==> config.mk <==
export PLATFORM = sky130hd
export DESIGN_NAME = sw_debounce_ctrl
export DESIGN_NICKNAME = d
export VERILOG_FILES = /design/src/rtl/sw_debounce_ctrl_pkg.sv /design/src/rtl/sw_debounce_bit.sv /design/src/rtl/sw_debounce_ctrl.sv
export SDC_FILE = /design/constraint.sdc
export NUM_CORES = 1
export LEC_CHECK = 0
export BUFFER_PORTS_ARGS = -buffer_cell sky130_fd_sc_hd__buf_2
export CAP_MARGIN = 20
export CELL_PAD_IN_SITES_DETAIL_PLACEMENT = 1
export CELL_PAD_IN_SITES_GLOBAL_PLACEMENT = 2
export CORE_UTILIZATION = 39
export CTS_CLUSTER_DIAMETER = 100
export DETAILED_ROUTE_END_ITERATION = 8
export PLACE_DENSITY = 0.77
export SYNTH_ARGS = -nofsm -noshare
export SYNTH_HDL_FRONTEND = slang
export SYNTH_SLANG_ARGS = --single-unit
==> constraint.sdc <==
create_clock -name clock -period 2.9 [get_ports clock]
set_clock_uncertainty 0.1 [all_clocks]
set_input_delay 0.145 -clock clock [delete_from_list [all_inputs] [get_ports clock]]
set_output_delay 0.145 -clock clock [all_outputs]
set_load 0.005 [all_outputs]
==> src/rtl/sw_debounce_ctrl_pkg.sv <==
// sw_debounce_ctrl_pkg: shared debounce constants and a width helper
package sw_debounce_ctrl_pkg;

    localparam int DEB_100MHZ_10MS = 1000000;
    localparam int DEB_SIM         = 4;

    // Bits needed to hold values 0..v-1; evaluated at elaboration time
    function automatic int clog2(input int v);
        int r;
        int x;
        r = 0;
        x = v - 1;
        while (x > 0) begin
            r++;
            x = x >> 1;
        end
        return r;
    endfunction

endpackage

==> src/rtl/sw_debounce_bit.sv <==
// sw_debounce_bit: one-channel synchroniser and stable-count debouncer
module sw_debounce_bit
    import sw_debounce_ctrl_pkg::*;
#(
    parameter int SYNC_STAGES = 2,
    parameter int DEB_CYCLES  = DEB_100MHZ_10MS
) (
    input  logic clock,
    input  logic reset,
    input  logic din,
    output logic dout,
    output logic commit
);

    localparam int CNT_W = clog2(DEB_CYCLES + 1);

    logic [SYNC_STAGES-1:0] sync;
    logic [CNT_W-1:0]       cnt;
    logic                   s;

    assign s      = sync[SYNC_STAGES-1];
    assign commit = (s != dout) && (cnt == CNT_W'(DEB_CYCLES - 1));

    // Shift the raw line through the synchroniser chain
    always_ff @(posedge clock) begin
        if (reset) sync <= '0;
        else       sync <= {sync[SYNC_STAGES-2:0], din};
    end

    // Count consecutive edges that disagree with the accepted level; accept on the last one
    always_ff @(posedge clock) begin
        if (reset) begin
            dout <= 1'b0;
            cnt  <= '0;
        end else if (commit) begin
            dout <= s;
            cnt  <= '0;
        end else begin
            cnt <= (s != dout) ? cnt + CNT_W'(1) : '0;
        end
    end

endmodule

==> src/rtl/sw_debounce_ctrl.sv <==
// sw_debounce_ctrl: debounced switch bank with snapshot handshake and sticky change flags
module sw_debounce_ctrl
    import sw_debounce_ctrl_pkg::*;
#(
    parameter int WIDTH       = 16,
    parameter int SYNC_STAGES = 2,
    parameter int DEB_CYCLES  = DEB_100MHZ_10MS
) (
    input  logic             clock,
    input  logic             reset,
    input  logic             start_port,
    input  logic [WIDTH-1:0] sw,
    output logic             done_port,
    output logic [WIDTH-1:0] out1,
    output logic [WIDTH-1:0] changed,
    output logic             chg_any
);

    logic [WIDTH-1:0] deb;
    logic [WIDTH-1:0] commit;

    for (genvar i = 0; i < WIDTH; i++) begin : g_bit
        sw_debounce_bit #(
            .SYNC_STAGES(SYNC_STAGES),
            .DEB_CYCLES (DEB_CYCLES)
        ) u_bit (
            .clock (clock),
            .reset (reset),
            .din   (sw[i]),
            .dout  (deb[i]),
            .commit(commit[i])
        );
    end

    assign chg_any = |changed;

    // Snapshot on start, acknowledge next cycle; a same-edge commit outranks the clear
    always_ff @(posedge clock) begin
        if (reset) begin
            done_port <= 1'b0;
            out1      <= '0;
            changed   <= '0;
        end else begin
            done_port <= start_port;
            out1      <= start_port ? deb : out1;
            changed   <= (start_port ? '0 : changed) | commit;
        end
    end

endmodule
; Word level (Yosys, flattened, before mapping)
; Index checks and enable logic that the tools add are counted.
; W data, S select, Z words.
[word_totals]
output_inout_bits = 34
regBits = 401
input_bits = 19
[classes]
muxes = 1
eq_ne = 32
addsub = 16
bitwise_logic = 17
reduce_logical = 33
[ops]
columns = operator, count
row1 = $add A20 B1 Y20 const B, 16
row2 = $eq A20 B20 Y1 const B, 16
row3 = $reduce_or A3 Y1, 16
row4 = $logic_and A1 B1 Y1, 16
row5 = $mux W16, 1
row6 = $ne A1 B1 Y1, 16
row7 = $not A1 Y1, 16
row8 = $or A16 B16 Y16, 1
row9 = $reduce_or A16 Y1, 1

; Logic depth before layout (Yosys ltp)
; Gate-level depths: netlist (run 1).
[logic_depth]
ltp_word = 3
depth_mapped = 7
depth_no_buf = 5

; Hierarchy
; From an unflattened synthesis (run 1), not the netlist that was laid out.
[hier_totals]
cells_unflattened = 2031
hier_area_um2 = 17778.3
[by_module_without_submodules]
columns = module, area_each_um2, instances, cells_each
row1 = sw_debounce_bit, 1034.7, 16, 119
row2 = sw_debounce_ctrl, 1222.4, 1, 127

; Worst setup path after synthesis (run 1)
; Ideal clock, no wire load.
[synth_path]
path_type = flip-flop to flip-flop
start = reg g_bit[14].u_bit.cnt[0]
end = reg g_bit[14].u_bit.cnt[16]
path_stages_with_launch = 7
arrival_ps = 1924
setup_slack_ps = 806
path_buffers = 1
setup_ps = 70
cell_sequence = dfxtp_1 ha_1 nand2_1 or4_1 clkbuf_2 or4_1 a21oi_1
[synth_between]
elab_chain_cells = 3
[synth_lines]
columns = element, line_no
row1 = "start, declared", sw_debounce_bit.sv:18  ; logic [CNT_W-1:0] cnt;
row2 = "start signal, assigned", sw_debounce_bit.sv:39  ; cnt <= (s != dout) ? cnt + CNT_W'(1) : '0;
row3 = branches (longest 3 deep; another with $add A20 B1 Y20), n/a
; Several ways; the timed one is not identified.
; A chain may end at the register's enable or synchronous reset.

; Worst setup path after layout (run 1)
[layout_path]
start = reg changed[6]
end = out chg_any
[layout_between]
elab_chain_cells = 1
[layout_lines]
columns = element, line_no
row1 = "start, declared", sw_debounce_ctrl.sv:15  ; output logic [WIDTH-1:0] changed,
row2 = "start signal, assigned", sw_debounce_ctrl.sv:46  ; changed <= (start_port ? '0 : changed) | commit;
row3 = $reduce_or A16 Y1, sw_debounce_ctrl.sv:35  ; assign chg_any = |changed;
row4 = "end, declared", sw_debounce_ctrl.sv:16  ; output logic chg_any
; No other way between the ends.

==> flow_summary.ini, run 1 <==
[outcome]
status = finished clean

[finish]
area_growth_pct = 15.1
drive_above_1_share_pct = 10.5
layout_common_cells = dfxtp_1, nor2_1, nand3_1, xnor2_1, a21oi_1
antenna_cells = 0
layout_commonest_cell = dfxtp_1
nets = 2090
n_fill_cell = 5231

[clocking]
tritoncts = done
root_buffer = clkbuf_16
clk_path_buf_depth = 3
clock_latency_ps = 580
numCtsBuffers = 47
clock-sinks = 401
path_clk_slew_ps = 60
post_cts_buffers = 0
cts_resized = 0
htreeDepth = 2

[critical_path]
cp_slowest_stage_delay_ps = 830
critPathBufInv = 1
crit_path_max_fanout = 3
cp-end-kind = primary output
r2r_setup_slack_ps = 570
crit_chain = nor4_1 -> nand4_1 -> buf_2
ff2ff_path_depth = 5
timing_worst_setup_path_type = register to primary output
timing.rr.start = g_bit[10].u_bit.cnt[12]
cp.required_ps = 2650
crit_arrival_ps = 2130
crit_family = simple AND/OR/NAND/NOR gates
worstSetupStartpointType = register
rr_endpoint = g_bit[10].u_bit.cnt[19]
cp_slowest_cell = nor4_1

[synth]
yosysSeqAreaShare_pct = 46.1
synth_top_area_share_pct = 46.1
synth_edf_count = 0
ys_async_sr_fraction_pct = 0
ys_types = 59
synthFlopType = dfxtp_1
synth_warnings = 0
syn_nets = 2011
synth.cell_area_um2 = 17400
synthTopCellsByArea = dfxtp_1, xnor2_1, nor2_1, xor2_1, nand3_1
synth.largest_area_cell = dfxtp_1
ys_ff_latch = 401
synthCells = 1976
postSynthAreaPerCell_um2 = 8.81

[grt]
first_global_vias = 14500
antenna_found_initial = 0
grtUsageTotal_pct = 18.4
grt_start_max_net_pins = 34
grt.busiest_layer = met2
grt_pass1_wl_um = 69400
grt_use_met1_pct = 23.7
grt_overflow = 0
grtUsageMet3_pct = 3.18
met2_usage_pct = 31.0

[timing]
setup_viol = 0
tns_ps = 0
fmax_mhz = 420
final_max_slew_viol_count = 0
hold_viol_final = 0
final.min_clock_period_ps = 2380
tightest_slew_ps = 940
timing.hold.ws_ps = 149
grt_setup_unrepaired = false
final.period_utilization_pct = 82.0
relSlewSlack_pct = 36.8

[floorplanning]
ios = 53
rows = 77
fp.dieW_um = 213
die_h_um = 213
core_um2 = 44100
dieArea_um2 = 45500
initial_core_util_pct = 39.5

[routing]
vias = 14100
via_per_inst = 5.25
ant_nets = 0
drc = 0
routed_wl_um = 40800
drt_iter0_drc = 520
wl_per_cell_um = 15.2
first_pass_iters = 4

[place]
dp_hpwl_um = 27900
gp_congestion = 0.764
io_buffers = 52

[power]
power_mw = 11.7
powerDensity_nw_per_um2 = 582
ir_drop_mv = 0.556
cellLeakagePower_nw = 6.09

[worst_hold_path]
holdPathEnd = out1[14]
holdPathStages = 4
holdCritPathClass = input port to register
min_from = start_port

[run]
maxCapViolations = 0
area by class of cell:
class                   instances  area (um2)  share of cell area (%)
multi-input cells            1434        8780                    43.8
flip-flops and latches        401        8030                    40.0
repair buffers                 94         661                    3.30
inverters                      77         289                    1.44
clock buffers                  66        1380                    6.89
clock inverters                14         170                   0.849
well taps                     592         741                    3.70
metrics by stage:
stage	std cells	util, %	worst slack (ps)	area [um2]
final	2678	45.4	522	20000
after global routing	2678	45.4	467	20000
after CTS	2678	45.4	560	20000
after detailed placement	2580	41.5	597	18300
after global placement	2580	41.5	633	18300
after floorplan	1976	-	806	17400
logic make-up (layout without fill, tap and decap cells):
| group | after synthesis | after routing | synth area share [%] |
|---|---|---|---|
| AO/OA/AOI/OAI | 254 | 254 | 8.58 |
| XOR/XNOR | 209 | 209 | 10.5 |
| adder cells (fa/ha/maj) | 16 | 16 | 1.15 |
| multiplexers | 16 | 16 | 0.920 |
| AND/OR/NAND/NOR | 939 | 939 | 29.2 |
| flip-flops | 401 | 401 | 46.1 |
| buffers and inverters | 141 | 251 | 3.49 |
report_power, final:
part	internal (mW)	switching (mW)
Combinational	0.0713	0.106
Sequential	5.54	0.0178
Clock	3.64	2.29
Total	9.25	2.41
state kept, by name, summed over array words and instances, names as in the netlist:
name and count:
g_bit.u_bit.cnt 320, g_bit.u_bit.sync 32, changed 16, g_bit.u_bit.dout 16, out1 16, done_port 1
worst register-to-register path: cells and delay by family, from the launching register on:
| family | cells | cell delay, ps |
|---|---|---|
| AND/OR/NAND/NOR | 2 | 1130 |
| AO/OA/AOI/OAI | 2 | 410 |
| buffers and inverters | 1 | 190 |
| flip-flops | 1 | 370 |
routing by layer:
metal	vias up	wire length, um
met4	0	826
li1	7115	-
met1	6759	19500
met3	49	1540
met2	132	19000
met5	-	0
cells in the mapped netlist (37+ instances only):
library cell and number:
dfxtp_1 401, nor2_1 253, nand3_1 129, xnor2_1 129, a21oi_1 122, nand2_1 100
xor2_1 80, inv_1 77, or3_1 69, o21ai_0 68, or4_1 63, nand4_1 60
nor3_1 46, nor4_1 43, clkbuf_1 41, nor2b_1 37
what timing repair did:
item / CTS / global route
hold endpoints to repair: 39 / 0
hold buffers: 18 / 0
setup endpoints to repair: 0 / 0
worst max path at each step:
stage / slack (ps) / start / cells after the start / end
3_5_place_dp: 600 / g_bit[10].u_bit.cnt[12] / 5 / g_bit[10].u_bit.cnt[19]
6_report: 520 / changed[6] / 3 / chg_any
3_3_place_gp: 630 / g_bit[10].u_bit.cnt[12] / 5 / g_bit[10].u_bit.cnt[17]
4_1_cts: 560 / g_bit[10].u_bit.cnt[12] / 5 / g_bit[10].u_bit.cnt[19]
2_1_floorplan: 810 / g_bit[14].u_bit.cnt[0] / 6 / g_bit[14].u_bit.cnt[16]
5_1_grt: 470 / g_bit[0].u_bit.cnt[13] / 5 / g_bit[0].u_bit.cnt[3]
Power figures use the tool's default switching activity.
==> inputs of run 2 (changes only) <==
Settings changed: ABC_AREA set to 1, CORE_UTILIZATION 39 to 36, PLACE_DENSITY 0.77 to 0.78.
Clock period 2.9 ns to 2.4 ns, I/O delays scaled along.
==> run 2 against run 1 <==
Net effect:
- clock power up 25%
- largest power group unchanged
- register-to-register slack is essentially flat
- area after synthesis grew 9.8%
==> flow_summary.ini, run 2 <==
[synth]
synth_top_area_share_pct = 42.0
ys_async_sr_fraction_pct = 0
synthCells = 2773
synth.cell_area_um2 = 19100
postSynthAreaPerCell_um2 = 6.89
synth_common_cells = nor2_1, nand2_1, dfxtp_1, inv_1, nand3_1
synthTopCellsByArea = dfxtp_1, nor2_1, nand2_1, inv_1, xor2_1
synth_warnings = 0
synthFlopType = dfxtp_1
ys_types = 32
synth_edf_count = 0
syn_nets = 2808
synth_most_common_cell = nor2_1
yosysSeqAreaShare_pct = 42.0
ys_ff_latch = 401
synth.largest_area_cell = dfxtp_1

[timing]
final.period_utilization_pct = 76.1
tightest_slew_ps = 432
fmax_mhz = 547
setup_viol = 0
final.min_clock_period_ps = 1830
fin_ws_ps = 573
tns_ps = 0
grt_setup_unrepaired = false
final_max_slew_viol_count = 0
relSlewSlack_pct = 71.1
hold_viol_final = 0

[routing]
wl_per_cell_um = 13.6
first_pass_iters = 4
routed_wl_um = 49100
vias = 16900
drc = 0
via_per_inst = 4.70
ant_nets = 0
drt_iter0_drc = 530

[place]
io_buffers = 52
post-place-ws_ps = 563
gp_congestion = 0.805
dp_hpwl_um = 36500

[finish]
largest_reg_flops = 320
layout_common_cells = nor2_1, nand2_1, dfxtp_1, inv_1, nand3_1
area_growth_pct = 14.8
layout_commonest_cell = nor2_1
largest_register = g_bit.u_bit.cnt
drive_above_1_share_pct = 8.14
nets = 2911
n_fill_cell = 6743
antenna_cells = 0
top_regs = g_bit.u_bit.cnt (320), g_bit.u_bit.sync (32)

[clocking]
clock-sinks = 401
tritoncts = done
post_cts_buffers = 0
numCtsBuffers = 48
clock_latency_ps = 580
htreeDepth = 2
root_buffer = clkbuf_16
path_clk_slew_ps = 60
clk_path_buf_depth = 3

[worst_hold_path]
holdCritPathClass = input port to register

[floorplanning]
initial_core_util_pct = 36.4
ios = 53
fp.dieW_um = 232
dieArea_um2 = 54000
core_um2 = 52600
die_h_um = 232
rows = 84

[critical_path]
critPathBufInv = 0
crit_chain = ha_1 -> nand3_2 -> nor2_1 -> nand3_2 -> nand2_2 -> nor2_1
cp_slowest_cell = dfxtp_1
timing_worst_setup_path_type = register to register
worstSetupStartpointType = register
cp_slowest_stage_delay_ps = 440
crit_path_max_fanout = 20
crit_family = simple AND/OR/NAND/NOR gates
cp-end-kind = register
cp.required_ps = 2750
crit_arrival_ps = 2170

[run]
maxCapViolations = 0

[grt]
antenna_found_initial = 2
grt_pass1_wl_um = 82800
grt_start_max_net_pins = 33
grt_overflow = 0
first_global_vias = 17300
grtUsageTotal_pct = 18.5

[power]
cellLeakagePower_nw = 7.13
ir_drop_mv = 0.449
powerDensity_nw_per_um2 = 657

[outcome]
status = finished clean
## run 2: final timing paths
path	cells past startpoint	startpoint	slack, ps	end
setup / recovery	6	g_bit[8].u_bit.cnt[0]	570	g_bit[8].u_bit.cnt[12]
hold / removal	4	sw[12]	170	g_bit[12].u_bit.sync[0]
setup reg to reg	6	g_bit[8].u_bit.cnt[0]	570	g_bit[8].u_bit.cnt[12]
hold reg to reg	2	g_bit[0].u_bit.sync[0]	300	g_bit[0].u_bit.sync[1]
## run 2: cell families (layout without fill, tap and decap cells)
group / after synthesis / in the layout / share of synthesized area [%]
AOI/OAI and AO/OA: 165 / 165 / 4.57
xor gates and xnor gates: 169 / 169 / 7.74
adders and majority gates: 16 / 16 / 1.05
buffers and inverters: 284 / 423 / 6.32
DFF: 401 / 401 / 42.0
and+or+nand+nor: 1738 / 1738 / 38.3
## run 2: tightest hold or removal path: cells and delay by family
family                 cells  cell delay (ps)
AND/OR/NAND/NOR            1               70
buffers and inverters      3              630
## run 2: metrics by stage
step | cell area (um2) | hold WS, ps | utilization [%] | instances | total power [mW]
3_3_place_gp | 20100 | 231 | 38.2 | 3489 | 7.11
5_1_grt | 21900 | 182 | 41.8 | 3600 | 15.0
3_5_place_dp | 20100 | 233 | 38.2 | 3489 | 7.11
6_report | 21900 | 173 | 41.8 | 3600 | 14.4
4_1_cts | 21900 | 148 | 41.8 | 3600 | 14.7
2_1_floorplan | 19100 | 127 | - | 2773 | 7.01
## run 2: report_power, final
group	switching (mW)	internal, mW
logic	0.162	0.0946
registers	0.0314	6.70
clock network	2.95	4.47
total	3.14	11.3
## run 2: layout make-up
cell class / instances / area [um2] / area share (%)
multi-input cells: 2088 / 9880 / 45.0
well taps: 688 / 861 / 3.92
flip-flops and latches: 401 / 8030 / 36.6
clock inverters: 20 / 216 / 0.986
repair buffers: 95 / 661 / 3.01
clock buffers: 66 / 1390 / 6.33
inverters: 242 / 908 / 4.14
## run 2: layer usage
metal	up-vias	global-route usage, %	wire length (um)
met3	63	3.49	1800
li1	8799	-	-
met1	7927	23.6	23400
met2	136	31.9	22900
met5	-	0	0
met4	0	4.47	942
## run 2: repair_timing
item,4_1_cts,5_1_grt
hold endpoints to repair,27,0
hold buffers,25,0
gates resized for setup,0,0
